--- config.mk ---
export PLATFORM = sky130hd
export DESIGN_NAME = adcalign
export DESIGN_NICKNAME = d
export VERILOG_FILES = /design/src/rtl/adcalign_pkg.sv /design/src/rtl/adcalign_eye.sv /design/src/rtl/adcalign.sv
export SDC_FILE = /design/constraint.sdc
export NUM_CORES = 2
export LEC_CHECK = 0
export CORE_UTILIZATION = 41
export DETAILED_ROUTE_END_ITERATION = 7
export HOLD_SLACK_MARGIN = 0.02
export SLEW_MARGIN = 20
export SYNTH_ARGS = -nofsm -noshare
export SYNTH_HDL_FRONTEND = slang
export SYNTH_SLANG_ARGS = --single-unit
--- constraint.sdc ---
create_clock -name CLK -period 27.3 [get_ports CLK]
set_input_delay 5.46 -clock CLK [delete_from_list [all_inputs] [get_ports CLK]]
set_output_delay 5.46 -clock CLK [all_outputs]
set_load 0.02 [all_outputs]
--- src/rtl/adcalign_pkg.sv ---
// Shared types and helpers for the ADC link-training controller.
package adcalign_pkg;

   typedef enum logic [3:0] {
      S_IDLE,
      S_DRST1,
      S_SETTLE,
      S_MEAS,
      S_STEP,
      S_EVAL,
      S_DRST2,
      S_PLACE,
      S_ALIGN,
      S_BSWAIT,
      S_DONE,
      S_FAIL
   } state_t;

   localparam logic [1:0] FC_NONE = 2'd0;
   localparam logic [1:0] FC_EYE  = 2'd1;
   localparam logic [1:0] FC_LOCK = 2'd2;

   function automatic int tap_w(input int ntap);
      return (ntap > 1) ? $clog2(ntap) : 1;
   endfunction

   function automatic int len_w(input int ntap);
      return $clog2(ntap + 1);
   endfunction

endpackage

--- src/rtl/adcalign_eye.sv ---
// Per-line eye tracker: flags instability during a dwell and keeps the
// longest stable tap run seen across the sweep.
module adceye
   import adcalign_pkg::*;
#(
   parameter int DW   = 6,
   parameter int NTAP = 64,
   localparam int TW  = tap_w(NTAP),
   localparam int LW  = len_w(NTAP)
) (
   input  logic          CLK,
   input  logic          RST,
   input  logic          clear,
   input  logic          meas,
   input  logic          step,
   input  logic          last,
   input  logic [DW-1:0] data,
   output logic [TW-1:0] start_o,
   output logic [LW-1:0] len_o
);

   logic [DW-1:0] prev_reg;
   logic          unstable_reg;
   logic [TW-1:0] tap_reg;
   logic [TW-1:0] run_start_reg;
   logic [LW-1:0] run_len_reg;
   logic [TW-1:0] best_start_reg;
   logic [LW-1:0] best_len_reg;

   logic          stable;
   logic          closing;
   logic [TW-1:0] ext_start;
   logic [LW-1:0] ext_len;

   // ext_* is the run including this tap when stable; it doubles as the
   // closed run when the tap is unstable, since then it equals the open run.
   always_comb begin
      stable    = ~unstable_reg;
      ext_start = (run_len_reg == '0) ? tap_reg : run_start_reg;
      ext_len   = stable ? run_len_reg + LW'(1) : run_len_reg;
      closing   = ~stable | last;
   end

   always_ff @(posedge CLK or posedge RST) begin
      if (RST) begin
         prev_reg       <= '0;
         unstable_reg   <= 1'b0;
         tap_reg        <= '0;
         run_start_reg  <= '0;
         run_len_reg    <= '0;
         best_start_reg <= '0;
         best_len_reg   <= '0;
      end else begin
         prev_reg <= data;
         if (clear) begin
            unstable_reg   <= 1'b0;
            tap_reg        <= '0;
            run_start_reg  <= '0;
            run_len_reg    <= '0;
            best_start_reg <= '0;
            best_len_reg   <= '0;
         end else if (step) begin
            unstable_reg <= 1'b0;
            tap_reg      <= tap_reg + TW'(1);
            if (closing) begin
               run_len_reg <= '0;
               // strictly longer only, so the earliest of equal eyes is kept
               if (ext_len > best_len_reg) begin
                  best_start_reg <= ext_start;
                  best_len_reg   <= ext_len;
               end
            end else begin
               run_start_reg <= ext_start;
               run_len_reg   <= ext_len;
            end
         end else if (meas && (data != prev_reg)) begin
            unstable_reg <= 1'b1;
         end
      end
   end

   assign start_o = best_start_reg;
   assign len_o   = best_len_reg;

endmodule

--- src/rtl/adcalign.sv ---
// Link-training controller: sweeps IODELAY taps, centres every line in its
// widest eye, then bitslips all lines until the frame word locks.
module adcalign
   import adcalign_pkg::*;
#(
   parameter int          NLINES = 8,
   parameter int          DW     = 6,
   parameter int          NTAP   = 64,
   parameter int          DWELL  = 256,
   parameter int          GAP    = 4,
   parameter int          MINEYE = 4,
   parameter logic [DW-1:0] FRPAT = 6'b111000,
   localparam int NL = NLINES + 1,
   localparam int TW = tap_w(NTAP),
   localparam int LW = len_w(NTAP),
   localparam int SW = (NL > 1) ? $clog2(NL) : 1
) (
   input  logic                 CLK,
   input  logic                 RST,
   input  logic                 START,
   input  logic [NLINES*DW-1:0] DATA,
   input  logic [DW-1:0]        FRAME,
   output logic                 DRST,
   output logic [NLINES:0]      DINC,
   output logic                 BS,
   output logic                 BUSY,
   output logic                 DONE,
   output logic                 FAIL,
   output logic [1:0]           FAILCODE,
   input  logic [SW-1:0]        SEL,
   output logic [TW-1:0]        EYE_START,
   output logic [LW-1:0]        EYE_LEN
);

   localparam int CMAX = (DWELL > GAP) ? DWELL : GAP;
   localparam int CW   = $clog2(CMAX + 1);
   localparam int BW   = $clog2(DW + 1);

   state_t          state_reg, state_next;
   logic [CW-1:0]   cnt_reg, cnt_next;
   logic [TW-1:0]   tap_reg, tap_next;
   logic [LW-1:0]   k_reg, k_next;
   logic [BW-1:0]   bs_cnt_reg, bs_cnt_next;
   logic [LW-1:0]   center_reg [NL];
   logic [LW-1:0]   cmax_reg;
   logic            drst_reg, drst_next;
   logic [NL-1:0]   dinc_reg, dinc_next;
   logic            bs_reg, bs_next;
   logic            busy_reg, busy_next;
   logic            done_reg, done_next;
   logic            fail_reg, fail_next;
   logic [1:0]      fc_reg, fc_next;
   logic            eye_valid_reg, eye_valid_next;
   logic [TW-1:0]   eye_start_reg;
   logic [LW-1:0]   eye_len_reg;
   logic [NL*DW-1:0] data_reg;

   logic            clear_eye, meas_en, step_en, last_tap, load_center;
   logic [TW-1:0]   eye_start_w [NL];
   logic [LW-1:0]   eye_len_w [NL];
   logic [LW-1:0]   center_w [NL];
   logic [NL-1:0]   narrow_w;
   logic [LW-1:0]   cmax_w;
   logic [DW-1:0]   frame_w;

   assign frame_w  = data_reg[NL*DW-1 -: DW];
   assign last_tap = (tap_reg == TW'(NTAP - 1));

   genvar gi;
   generate
      for (gi = 0; gi < NL; gi++) begin : g_eye
         adceye #(.DW(DW), .NTAP(NTAP)) u_eye (
            .CLK     (CLK),
            .RST     (RST),
            .clear   (clear_eye),
            .meas    (meas_en),
            .step    (step_en),
            .last    (last_tap),
            .data    (data_reg[DW*gi +: DW]),
            .start_o (eye_start_w[gi]),
            .len_o   (eye_len_w[gi])
         );
         assign center_w[gi] = LW'(eye_start_w[gi]) + (eye_len_w[gi] >> 1);
         assign narrow_w[gi] = (eye_len_w[gi] < LW'(MINEYE));
      end
   endgenerate

   always_comb begin
      cmax_w = '0;
      for (int i = 0; i < NL; i++) begin
         if (center_w[i] > cmax_w) cmax_w = center_w[i];
      end
   end

   always_comb begin
      state_next     = state_reg;
      cnt_next       = cnt_reg;
      tap_next       = tap_reg;
      k_next         = k_reg;
      bs_cnt_next    = bs_cnt_reg;
      drst_next      = 1'b0;
      dinc_next      = '0;
      bs_next        = 1'b0;
      busy_next      = busy_reg;
      done_next      = done_reg;
      fail_next      = fail_reg;
      fc_next        = fc_reg;
      eye_valid_next = eye_valid_reg;
      clear_eye      = 1'b0;
      meas_en        = 1'b0;
      step_en        = 1'b0;
      load_center    = 1'b0;
      case (state_reg)
         S_IDLE: begin
            if (START) begin
               clear_eye      = 1'b1;
               done_next      = 1'b0;
               fail_next      = 1'b0;
               fc_next        = FC_NONE;
               eye_valid_next = 1'b0;
               busy_next      = 1'b1;
               state_next     = S_DRST1;
            end
         end
         S_DRST1: begin
            drst_next  = 1'b1;
            tap_next   = '0;
            cnt_next   = '0;
            state_next = S_SETTLE;
         end
         S_SETTLE: begin
            if (cnt_reg == CW'(GAP - 1)) begin
               cnt_next   = '0;
               state_next = S_MEAS;
            end else begin
               cnt_next = cnt_reg + CW'(1);
            end
         end
         S_MEAS: begin
            // first dwell cycle has no valid previous word at this tap
            meas_en = (cnt_reg != '0);
            if (cnt_reg == CW'(DWELL - 1)) begin
               cnt_next   = '0;
               state_next = S_STEP;
            end else begin
               cnt_next = cnt_reg + CW'(1);
            end
         end
         S_STEP: begin
            step_en = 1'b1;
            if (!last_tap) begin
               dinc_next  = '1;
               tap_next   = tap_reg + TW'(1);
               state_next = S_SETTLE;
            end else begin
               state_next = S_EVAL;
            end
         end
         S_EVAL: begin
            eye_valid_next = 1'b1;
            cnt_next       = '0;
            if (|narrow_w) begin
               fc_next    = FC_EYE;
               state_next = S_FAIL;
            end else begin
               load_center = 1'b1;
               state_next  = S_DRST2;
            end
         end
         S_DRST2: begin
            drst_next = (cnt_reg == '0);
            if (cnt_reg == CW'(GAP)) begin
               cnt_next   = '0;
               k_next     = '0;
               state_next = S_PLACE;
            end else begin
               cnt_next = cnt_reg + CW'(1);
            end
         end
         S_PLACE: begin
            // cnt 0 issues a round of increments, cnt 1..GAP lets taps settle
            if (cnt_reg == '0) begin
               if (k_reg == cmax_reg) begin
                  bs_cnt_next = '0;
                  state_next  = S_ALIGN;
               end else begin
                  for (int i = 0; i < NL; i++) begin
                     dinc_next[i] = (k_reg < center_reg[i]);
                  end
                  k_next   = k_reg + LW'(1);
                  cnt_next = CW'(1);
               end
            end else if (cnt_reg == CW'(GAP)) begin
               cnt_next = '0;
            end else begin
               cnt_next = cnt_reg + CW'(1);
            end
         end
         S_ALIGN: begin
            if (frame_w == FRPAT) begin
               state_next = S_DONE;
            end else if (bs_cnt_reg < BW'(DW)) begin
               bs_next     = 1'b1;
               bs_cnt_next = bs_cnt_reg + BW'(1);
               cnt_next    = '0;
               state_next  = S_BSWAIT;
            end else begin
               fc_next    = FC_LOCK;
               state_next = S_FAIL;
            end
         end
         S_BSWAIT: begin
            if (cnt_reg == CW'(GAP - 1)) begin
               cnt_next   = '0;
               state_next = S_ALIGN;
            end else begin
               cnt_next = cnt_reg + CW'(1);
            end
         end
         S_DONE: begin
            done_next  = 1'b1;
            busy_next  = 1'b0;
            state_next = S_IDLE;
         end
         S_FAIL: begin
            fail_next  = 1'b1;
            busy_next  = 1'b0;
            state_next = S_IDLE;
         end
         default: state_next = S_IDLE;
      endcase
   end

   always_ff @(posedge CLK or posedge RST) begin
      if (RST) begin
         state_reg     <= S_IDLE;
         cnt_reg       <= '0;
         tap_reg       <= '0;
         k_reg         <= '0;
         bs_cnt_reg    <= '0;
         cmax_reg      <= '0;
         drst_reg      <= 1'b0;
         dinc_reg      <= '0;
         bs_reg        <= 1'b0;
         busy_reg      <= 1'b0;
         done_reg      <= 1'b0;
         fail_reg      <= 1'b0;
         fc_reg        <= FC_NONE;
         eye_valid_reg <= 1'b0;
         eye_start_reg <= '0;
         eye_len_reg   <= '0;
         data_reg      <= '0;
         for (int i = 0; i < NL; i++) center_reg[i] <= '0;
      end else begin
         state_reg     <= state_next;
         cnt_reg       <= cnt_next;
         tap_reg       <= tap_next;
         k_reg         <= k_next;
         bs_cnt_reg    <= bs_cnt_next;
         drst_reg      <= drst_next;
         dinc_reg      <= dinc_next;
         bs_reg        <= bs_next;
         busy_reg      <= busy_next;
         done_reg      <= done_next;
         fail_reg      <= fail_next;
         fc_reg        <= fc_next;
         eye_valid_reg <= eye_valid_next;
         data_reg      <= {FRAME, DATA};
         if (load_center) begin
            cmax_reg <= cmax_w;
            for (int i = 0; i < NL; i++) center_reg[i] <= center_w[i];
         end
         if (eye_valid_reg && (SEL < SW'(NL))) begin
            eye_start_reg <= eye_start_w[SEL];
            eye_len_reg   <= eye_len_w[SEL];
         end else begin
            eye_start_reg <= '0;
            eye_len_reg   <= '0;
         end
      end
   end

   assign DRST      = drst_reg;
   assign DINC      = dinc_reg;
   assign BS        = bs_reg;
   assign BUSY      = busy_reg;
   assign DONE      = done_reg;
   assign FAIL      = fail_reg;
   assign FAILCODE  = fc_reg;
   assign EYE_START = eye_start_reg;
   assign EYE_LEN   = eye_len_reg;

endmodule

==> key figures <==
Outcome
  • Status: finished with violations
  • Violated checks: design-rule violations

Yosys
  • Synth Flop Type: dfrtp_1
  • Top-count cell post-synth: dfrtp_1
  • Seq/Total Area, Yosys: 0.437
  • Leading area contributor after synthesis: dfrtp_1
  • Share of flip-flops with an asynchronous set or reset: 1.00
  • Main area contributors after synthesis: dfrtp_1 44%, ha_1 11%, mux2i_1 4.6%, nor2_1 4.4%, inv_1 3.3%
  • FF+latch count, synth: ~530
  • Number of enable flip-flop cells after synthesis: 0
  • Synth cell types: 90
  • Top cells by count, synth: 534 x dfrtp_1, 361 x nor2_1, 266 x inv_1
  • Post-Syn Nets: approximately 3.4k
  • Gate Count Post-Synth: between 3k and 4k
  • Mean Syn Cell Area: roughly 9.9 µm²
  • Synth warn: 0
  • Top cell type's share of synthesized area: 0.437
  • Synthesized area: roughly 31000 µm²

Placement
  • Port Buffers: 89
  • Cell Area, Placed: roughly 33000 µm²
  • Routability cong.: approximately 0.92
  • DP Cell Count: 4063
  • Post-DP HPWL: 55.7 mm

Worst setup path
  • Worst EP arrival: between 15000 and 20000 ps
  • Crit start category: flip-flop
  • Worst EP required: between 20000 and 30000 ps
  • Most frequent CP cell: ha_1
  • Critical path fanouts, max: 16
  • Nature of the critical path endpoint: flip-flop
  • Crit-path slowest cell: o31ai_1
  • Flop2flop setup slack: between 10000 and 15000 ps
  • Launching point of the worst reg2reg path: g_eye[0].u_eye.len_o[3]$_DFFE_PP0P_
  • CP endpoint: cmax_reg[5]$_DFFE_PP0P_
  • Cell count of the worst reg-to-reg path: 60
  • Crit Reg-Reg Endpoint: cmax_reg[5]$_DFFE_PP0P_
  • CP Launch Point: g_eye[0].u_eye.len_o[3]$_DFFE_PP0P_
  • WS Path Type: reg -> reg
  • Largest stage delay on the critical path: about 700 ps

Power
  • P_leak: 16.3 nW
  • Pwr Density: slightly above 50 nW/µm²
  • IR drop worst, VDD: 0.0445 mV

Timing
  • Period Utilization, post-route: 0.572
  • Setup TNS: 0 ps
  • Max Clk Rate: 0.0640 GHz
  • Final min period: 15630 ps
  • Clock skew: 36.4 ps
  • Pins Over Slew Limit: 0
  • Final setup violation count: 0
  • Hold_ws: 385 ps
  • RSZ-0062 raised after global routing: false
  • Slew headroom: 0.236
  • Measured slew at the worst slew-check pin: 1130 ps
  • Final Hold Fails: 0

Routing
  • Routed Antenna Nets: 0
  • DRC viols: 3
  • Via density: 5.27
  • Final wirelength: 76.8 mm
  • DRT iter0 DRCs: roughly 1.5k
  • Avg WL per Cell: around 18 µm
  • DRT Pass-1 Iters: 7
  • Total vias in the final route: 22.0k

GRT
  • GRT Util Overall: 0.207
  • Initial antenna violation count: 2
  • Pin count of the biggest net entering global routing: between 150 and 200
  • Global-route wire length before repair: 123 mm
  • Vias in the first global route: between 20k and 25k
  • Gr ovfl total: 0

Final layout
  • Finished Layout Cells: ~4.2k
  • Nets: ~3.5k
  • Share of cells above drive strength 1: 0.0756
  • Fill count: slightly below 7k
  • Area Overhead vs Synth: 13.8%
  • N_diodes: 0
  • Post-route design area: between 30000 and 40000 µm²

Hold path
  • Min-Delay Path Depth: 0
  • Hold crit path type: reg -> reg

CTS
  • CTS tree: built
  • H-tree Lvls: 2
  • Clk buf depth: 3
  • Total CTS buffers: 60
  • Number of setup buffers added after CTS: 0
  • Clk sinks: between 500 and 600
  • Latest clock arrival within the worst-skew pair: between 600 and 700 ps
  • Resized Gates After CTS: 0
  • CTS root buf: clkbuf_16
  • Clock slew at reported path FFs: 60 ps
  • Hold buffer count at cts: 0

Floorplan
  • Die Y: about 270 µm
  • Row count: 99
  • Die extent in x: 275 µm
  • Initial core utilization: 0.417
  • Core area: approximately 73000 µm²
  • DIE AREA: 75600 µm²
  • Ports: 90

Job
  • Max cap viols: 0
-- worst max-delay path, delay by kind of cell (launching register included) --
kind            cells  cell delay [ps]
buf+inv             3              280
fa+ha+maj           9             2820
flops               1              430
mux                 2              840
simple gates       14             3040
compound gates     32             8070
-- cells by family (layout without fill, tap and decap cells) --
group	after synthesis	count (layout)	synth area share
DFF	534	534	0.437
buffers and inverters	382	505	0.0481
xor gates and xnor gates	202	202	0.0579
and+or+nand+nor	873	873	0.132
adders and majority gates	270	270	0.113
muxes	195	195	0.0757
AOI/OAI and AO/OA	637	637	0.136
-- metrics by stage --
stage | worst slack, ps | utilization | power (mW)
detailed placement | 11970 | 0.443 | 0.865
finish | 11670 | 0.474 | 1.76
global placement | 12070 | 0.443 | 0.865
floorplan | 6920 | - | 0.846
global route | 10480 | 0.474 | 1.82
CTS | 11920 | 0.474 | 1.78
-- how the worst min path moves through the flow --
| stage | from | to |
|---|---|---|
| after detailed placement | data_reg[3]$_DFF_PP0_ | g_eye[0].u_eye.prev_reg[3]$_DFF_PP0_ |
| after global placement | data_reg[0]$_DFF_PP0_ | g_eye[0].u_eye.prev_reg[0]$_DFF_PP0_ |
| final | data_reg[13]$_DFF_PP0_ | g_eye[2].u_eye.prev_reg[1]$_DFF_PP0_ |
| after floorplan | data_reg[0]$_DFF_PP0_ | g_eye[0].u_eye.prev_reg[0]$_DFF_PP0_ |
| after CTS | data_reg[13]$_DFF_PP0_ | g_eye[2].u_eye.prev_reg[1]$_DFF_PP0_ |
| after global routing | data_reg[13]$_DFF_PP0_ | g_eye[2].u_eye.prev_reg[1]$_DFF_PP0_ |
-- power breakdown --
group	internal, mW	total, mW	switching [mW]	leakage, nW
registers	0.801	0.806	0.00487	6.88
logic	0.0177	0.0434	0.0256	8.36
clock network	0.561	0.909	0.347	1.09
total	1.38	1.76	0.378	16.3
-- cell type report --
cell class	instances	area, µm²	area share
well taps	959	1200	0.0345
multi-input cells	2177	15700	0.453
repair buffers	127	1200	0.0344
flip-flops and latches	534	13400	0.384
clock inverters	25	500	0.0144
inverters	266	1010	0.0289
clock buffers	87	1750	0.0504
-- per-layer routing --
layer  wire length, µm  global-route usage
met4              2110              0.0618
met1             37000               0.299
met5                 9                   0
met2             34600               0.324
met3              3070              0.0279
-- layout by cell type, fill, tap and decap left out, types with 36 or more instances in the layout --
cell               n
a211oi_1         105
a21o_1            78
a21oi_1          150
buf_4             36
clkbuf_16         60
clkdlybuf4s50_1   88
dfrtp_1          534
ha_1             261
inv_1            265
mux2i_1          141
nand2_1          208
nand3_1           71
nand4_1           40
nor2_1           358
nor2b_1           41
o21ai_0          166
xnor2_1           93
xor2_1           109
Note: power is estimated with default switching activity, not from simulation.
